<file path="config.mk">
export PLATFORM = sky130hd
export DESIGN_NAME = systolic_edge_feeder
export DESIGN_NICKNAME = d
export VERILOG_FILES = /design/src/rtl/systolic_edge_feeder.sv
export SDC_FILE = /design/constraint.sdc
export NUM_CORES = 1
export LEC_CHECK = 0
export ABC_CLOCK_PERIOD_IN_PS = 1800
export CORE_UTILIZATION = 52
export CTS_BUF_LIST = sky130_fd_sc_hd__clkbuf_4
export DETAILED_ROUTE_END_ITERATION = 12
export PLACE_DENSITY = 0.82
export SYNTH_ARGS = -nofsm -noshare
export SYNTH_HDL_FRONTEND = slang
export SYNTH_SLANG_ARGS = --single-unit
</file>
<file path="constraint.sdc">
create_clock -name clk -period 1.8 [get_ports clk]
set_input_delay 0.36 -clock clk [delete_from_list [all_inputs] [get_ports clk]]
set_output_delay 0.36 -clock clk [all_outputs]
set_load 0.05 [all_outputs]
</file>
<file path="src/rtl/systolic_edge_feeder.sv">
// systolic_edge_feeder: transmit side of the PE operand/fire interface.
// Accepts one LANES-wide operand vector per beat and re-emits lane i delayed
// by i cycles, so wavefronts meet on the diagonal of the array. Each tile is
// sequenced as PE clear, K streamed beats, skew drain, then a done pulse.
// Optional feature: define FEEDER_STALL_CNT_EN to add the stall_cnt port.
module systolic_edge_feeder #(
    parameter int LANES       = 4,
    parameter int DW          = 8,
    parameter int KW          = 8,
    parameter int DRAIN_EXTRA = 4
) (
    input  logic                  clk,
    input  logic                  rstn,
    input  logic                  start,
    input  logic [KW-1:0]         k_len,
    input  logic                  in_valid,
    output logic                  in_ready,
    input  logic [LANES*DW-1:0]   in_a,
    input  logic [LANES*DW-1:0]   in_w,
    output logic [LANES-1:0]      out_fire,
    output logic [LANES*DW-1:0]   out_a,
    output logic [LANES*DW-1:0]   out_w,
    output logic                  pe_clr_n,
    output logic                  busy,
    output logic                  done
`ifdef FEEDER_STALL_CNT_EN
    ,
    output logic [15:0]           stall_cnt
`endif
);

    localparam int DRAIN_CYC = LANES - 1 + DRAIN_EXTRA;
    localparam int CW        = (DRAIN_CYC > 1) ? $clog2(DRAIN_CYC) : 1;
    localparam logic [CW-1:0] DRAIN_LAST = CW'(DRAIN_CYC - 1);

    typedef enum logic [2:0] {
        S_IDLE,
        S_CLEAR,
        S_STREAM,
        S_DRAIN,
        S_DONE
    } state_t;

    state_t          state;
    logic [KW-1:0]   k_q;
    logic [KW-1:0]   beat_cnt;
    logic [CW-1:0]   drain_cnt;
    logic            beat;

    // Handshake and status are pure decodes of the registered state
    assign in_ready = (state == S_STREAM);
    assign beat     = in_valid & in_ready;
    assign busy     = (state != S_IDLE);
    assign done     = (state == S_DONE);
    assign pe_clr_n = (state != S_CLEAR);

    // Tile sequencer: clear, stream K beats, drain the skew, signal done
    always_ff @(posedge clk or negedge rstn) begin
        if (!rstn) begin
            state     <= S_IDLE;
            k_q       <= '0;
            beat_cnt  <= '0;
            drain_cnt <= '0;
        end else begin
            case (state)
                S_IDLE: begin
                    if (start) begin
                        k_q   <= k_len;
                        state <= S_CLEAR;
                    end
                end
                S_CLEAR: begin
                    beat_cnt  <= '0;
                    drain_cnt <= '0;
                    state     <= (k_q == '0) ? S_DRAIN : S_STREAM;
                end
                S_STREAM: begin
                    if (beat) begin
                        beat_cnt <= beat_cnt + 1'b1;
                        if (beat_cnt == k_q - 1'b1) begin
                            state <= S_DRAIN;
                        end
                    end
                end
                S_DRAIN: begin
                    if (drain_cnt == DRAIN_LAST) begin
                        state <= S_DONE;
                    end else begin
                        drain_cnt <= drain_cnt + 1'b1;
                    end
                end
                S_DONE: begin
                    state <= S_IDLE;
                end
                default: begin
                    state <= S_IDLE;
                end
            endcase
        end
    end

`ifdef FEEDER_STALL_CNT_EN
    // Counts streaming cycles starved of input, saturating at all-ones
    always_ff @(posedge clk or negedge rstn) begin
        if (!rstn) begin
            stall_cnt <= '0;
        end else if (state == S_CLEAR) begin
            stall_cnt <= '0;
        end else if (state == S_STREAM && !in_valid && stall_cnt != '1) begin
            stall_cnt <= stall_cnt + 16'd1;
        end
    end
`endif

    // Per-lane skew chains: lane l has l+1 stages, the last one drives the PE edge
    for (genvar l = 0; l < LANES; l++) begin : g_lane
        logic [l:0]         fire_sr;
        logic [l:0][DW-1:0] a_sr;
        logic [l:0][DW-1:0] w_sr;

        // Stage 0 captures on a beat (data held otherwise); all stages shift every cycle
        always_ff @(posedge clk or negedge rstn) begin
            if (!rstn) begin
                fire_sr <= '0;
                a_sr    <= '0;
                w_sr    <= '0;
            end else begin
                fire_sr[0] <= beat;
                if (beat) begin
                    a_sr[0] <= in_a[l*DW +: DW];
                    w_sr[0] <= in_w[l*DW +: DW];
                end
                for (int unsigned j = 1; j <= l; j++) begin
                    fire_sr[j] <= fire_sr[j-1];
                    a_sr[j]    <= a_sr[j-1];
                    w_sr[j]    <= w_sr[j-1];
                end
            end
        end

        assign out_fire[l]         = fire_sr[l];
        assign out_a[l*DW +: DW]   = a_sr[l];
        assign out_w[l*DW +: DW]   = w_sr[l];
    end

endmodule

</file>
==> flow_summary.rst <==
.. list-table::
   :header-rows: 1

   * - Metric
     - Value
   * - Run status
     - finished with violations
   * - Violated checks
     - setup timing
   * - PnR worst setup slack
     - -0.1345 ns
   * - Wire length of the first global-routing pass
     - ~18,000 µm
   * - Synthesis-to-layout area growth
     - 26.37%
   * - Number of buffers and inverters on the critical path
     - 2
   * - Number of pins exceeding their max-slew limit in the final report
     - 0
   * - Family of cells with the greatest summed delay on the critical path
     - flip-flops
   * - Pin count of the biggest net entering global routing
     - 68
   * - Instance area at placement
     - about 8000 µm²
   * - Worst slew pin tran
     - about 0.55 ns
   * - Number of buffers inserted by port buffering
     - approximately 150
   * - Count of flip-flops with a built-in enable after synthesis
     - 0
   * - Path class of the lowest-slack min-delay path
     - reg -> reg
   * - Nature of the critical path endpoint
     - output port
   * - Worst clock skew
     - around 0.014 ns
   * - Fraction of power consumed by the clock network
     - 0.123
   * - Antenna-violating nets left
     - 0
   * - GR Overflow Total
     - 0
   * - Die width
     - about 110 µm
   * - Root cell of the clock tree
     - clkbuf_4
   * - Drt first-iter violations
     - roughly 200
   * - Final weighted congestion in routability-driven placement
     - ~0.77
   * - Internal cell power
     - 0.009471 W
   * - Residual DRC
     - 0
   * - CTS clock-pin slew for the worst setup and hold paths
     - ~0.14 ns
   * - Via-per-instance ratio
     - between 4 and 5
   * - Total number of clock tree sinks
     - between 150 and 200
   * - Setup slack on the worst flop-to-flop path
     - ~0.11 ns
   * - Cell leakage power
     - 3.657 nW
   * - Clock tree from TritonCTS
     - built
   * - Depth of the most critical reg-to-reg path
     - 4
   * - Longest Clk Path Bufs
     - 2
   * - Net total in the final layout
     - 633
   * - Most common flop cell mapped by yosys
     - dfrtp_1
   * - Count of final setup violators
     - 4
   * - Chip height
     - approximately 110 µm
   * - #FFs+latches synth
     - ~190
   * - Maximum capacitance violations
     - 0
   * - Period minus WS final
     - 1.934 ns
   * - Vias
     - 3,540
   * - WP data arrival
     - approximately 1.6 ns
   * - Flop pwr share
     - 0.441
   * - Worst supply voltage drop on vdd
     - around 940 µV
   * - Length of the first detailed-routing pass in iterations
     - 4
   * - Critical Path Source Type
     - flip-flop
   * - Latest clock arrival within the worst-skew pair
     - ~0.55 ns
   * - TritonCTS buffer count
     - 17
   * - Sum Neg Setup Slack
     - -0.4308 ns
   * - Tightest hold margin
     - 0.3579 ns
   * - Peak clock frequency supported by timing
     - between 500 and 600 MHz
   * - Post-Syn Area
     - roughly 6500 µm²
   * - Worst-case headroom to the max-slew limit
     - 0.6338
   * - Overall die area
     - around 13,000 µm²
   * - CP Launch Point
     - state[0]$_DFFE_PN0P_
   * - Chain of cells forming the critical path
     - buf_6 > nor3b_4 > buf_12
   * - Total power density per cell area
     - a little under 2000 nW/µm²
   * - Final Cycle Share
     - 1.075
   * - Largest fanout of any net on the critical path
     - 6
   * - Post-detailed-routing wire length
     - between 10,000 and 15,000 µm
   * - Largest incremental delay on the critical path
     - ~0.45 ns
   * - Routed wire per std cell
     - about 15 µm
   * - Total GRT Usage
     - 0.1796
   * - Number of H-tree branching levels
     - 4
   * - Launching point of the worst reg2reg path
     - state[1]$_DFFE_PN0P_
   * - Row cnt
     - 40
   * - Switching share of power
     - 0.4127
   * - Sequential fraction of the synthesis area
     - 0.7140
   * - Crit path max-delay cell type
     - dfrtp_1
   * - Half-perimeter wire length of the detailed placement result
     - roughly 7500 µm
   * - Start-to-end type of the worst setup path
     - reg -> out
   * - Core Box Area
     - 12,110 µm²
   * - Post-synthesis net count
     - 500
   * - P_sw
     - around 0.0067 W
   * - Proportion of power drawn by combinational gates
     - 0.436
   * - Number of distinct standard cells referenced by the synthesized netlist
     - 35
   * - Fin. Hold Viols
     - 0
   * - Async set or reset register ratio after synthesis
     - 1.000
   * - Reg-to-Reg End
     - k_q[7]$_DFFE_PN0P_
   * - Gate Count Post-Synth
     - about 420
   * - Vias in the first global route
     - around 3,600
   * - CP endpoint
     - done
   * - Number of diodes added for antenna fixing
     - 0
   * - Logic depth of the worst setup path including buffers
     - 3
   * - Non-Filler Cell Area, Final
     - 8238 µm²
   * - Antenna violations before repair
     - 1
   * - Data required time at the worst endpoint
     - 1.44 ns
   * - RSZ-0062 raised after global routing
     - yes
   * - Initial core utilization
     - 0.5382
   * - Synthesis Warnings
     - 0
   * - Number of top-level pins
     - 148
   * - Synth Area per Inst
     - around 16 µm²
   * - Fraction of layout cells with a size suffix above 1
     - 0.3788
## worst min path at each step
stage / from / endpoint / slack [ns] / cells after the start
after floorplan: rstn / beat_cnt[0]$_DFFE_PN0P_ / 0.06 / 0
after global placement: g_lane[3].a_sr[13]$_DFF_PN0_ / g_lane[3].a_sr[21]$_DFF_PN0_ / 0.33 / 0
after detailed placement: g_lane[3].w_sr[12]$_DFF_PN0_ / g_lane[3].w_sr[20]$_DFF_PN0_ / 0.33 / 0
after CTS: k_len[1] / k_q[1]$_DFFE_PN0P_ / 0.30 / 3
after global routing: in_a[7] / g_lane[0].a_sr[7]$_DFFE_PN0P_ / 0.34 / 2
final: g_lane[3].w_sr[10]$_DFF_PN0_ / g_lane[3].w_sr[18]$_DFF_PN0_ / 0.36 / 0
## layout make-up
class / count / area, µm²
flip-flops and latches: 186 / 4658
clock buffers: 18 / 135.1
inverters: 8 / 30.03
repair buffers: 174 / 1623
well taps: 168 / 210.2
clock inverters: 14 / 112.6
fillers: 851 / 3874
multi-input cells: 165 / 1469
## routing by layer
layer / share of wire / GRT usage / wire [µm] / vias to the layer above
li1: - / - / - / 1627
met1: 0.42 / 0.2269 / 4510 / 1784
met2: 0.51 / 0.2877 / 5436 / 106
met3: 0.058 / 0.06270 / 627 / 21
met4: 0.013 / 0.06753 / 137 / 2
met5: 0.0012 / 0 / 13 / -
## flip-flops by register name (all words and copies together) (netlist names)
register and flops:
beat_cnt 8, drain_cnt 3, g_lane.a_sr 56, g_lane.w_sr 56, state 3, out_w 24
k_q 8, out_a 24, g_lane.fire_sr 4
## through the flow
stage	utilization	setup slack, ns	std cells	power, W
final	0.6802	-0.1345	733	0.01613
after global routing	0.6802	-0.2329	733	0.01699
after CTS	0.6759	-0.2011	728	0.01622
after detailed placement	0.6475	-0.1275	690	0.01413
after global placement	0.6475	-0.07326	690	0.01385
after floorplan	-	0.05146	419	0.01255
## layout by cell type, fill, tap and decap left out, drive strengths merged, types with 2 or more instances in the layout
cell,n
nand4,5
buf,98
clkdlybuf4s50,74
clkinvlp,3
or3,2
a21oi,5
clkinv,5
mux2,71
o21ai,10
xor2,8
nor3,4
nand3,5
dfrtp,186
nand2b,2
nor2,13
clkbuf,19
inv,14
xnor2,9
nand2,12
ha,5
## synth_stat cells (2+ instances only)
master      n  area share
a21oi_1     5      0.0038
buf_2       9      0.0069
buf_4      49       0.056
clkbuf_1    2      0.0012
dfrtp_1   186        0.71
ha_1        5      0.0096
inv_1       8      0.0046
mux2_2     71        0.12
nand2_1    12      0.0069
nand2b_1    2      0.0019
nand3_1     5      0.0038
nand4_1     4      0.0038
nor2_1     12      0.0069
nor3_1      4      0.0031
o21ai_0     9      0.0069
or3_1       2      0.0019
xnor2_1     9       0.012
xor2_1      8       0.011
## power by group through the flow
stage | clock network, W | registers (W) | logic, W
global placement | 0 | 0.00714 | 0.00671
global route | 0.00223 | 0.00737 | 0.00739
CTS | 0.00208 | 0.00716 | 0.00699
finish | 0.00198 | 0.00712 | 0.00703
detailed placement | 0 | 0.00727 | 0.00686
floorplan | 0 | 0.00768 | 0.00488
## kinds of logic (layout without fill, tap and decap cells)
group | Yosys count | count (layout) | synth area share
flip-flops | 186 | 186 | 0.7140
multiplexers | 71 | 71 | 0.1226
buffers and inverters | 68 | 214 | 0.06910
AND/OR/NAND/NOR | 51 | 51 | 0.04299
AO/OA/AOI/OAI | 21 | 21 | 0.01881
XOR/XNOR | 17 | 17 | 0.02284
adder cells (fa/ha/maj) | 5 | 5 | 0.009597
## repair_timing
item                                    4_1_cts  5_1_grt
endpoints found under the setup margin        4        5
pin swaps                                     3        1
hold buffers                                  1        0
resized for setup                            13        3
endpoints found under the hold margin        62        0
buffers inserted                              5        5
No activity file was read; power rests on OpenSTA's default activity.
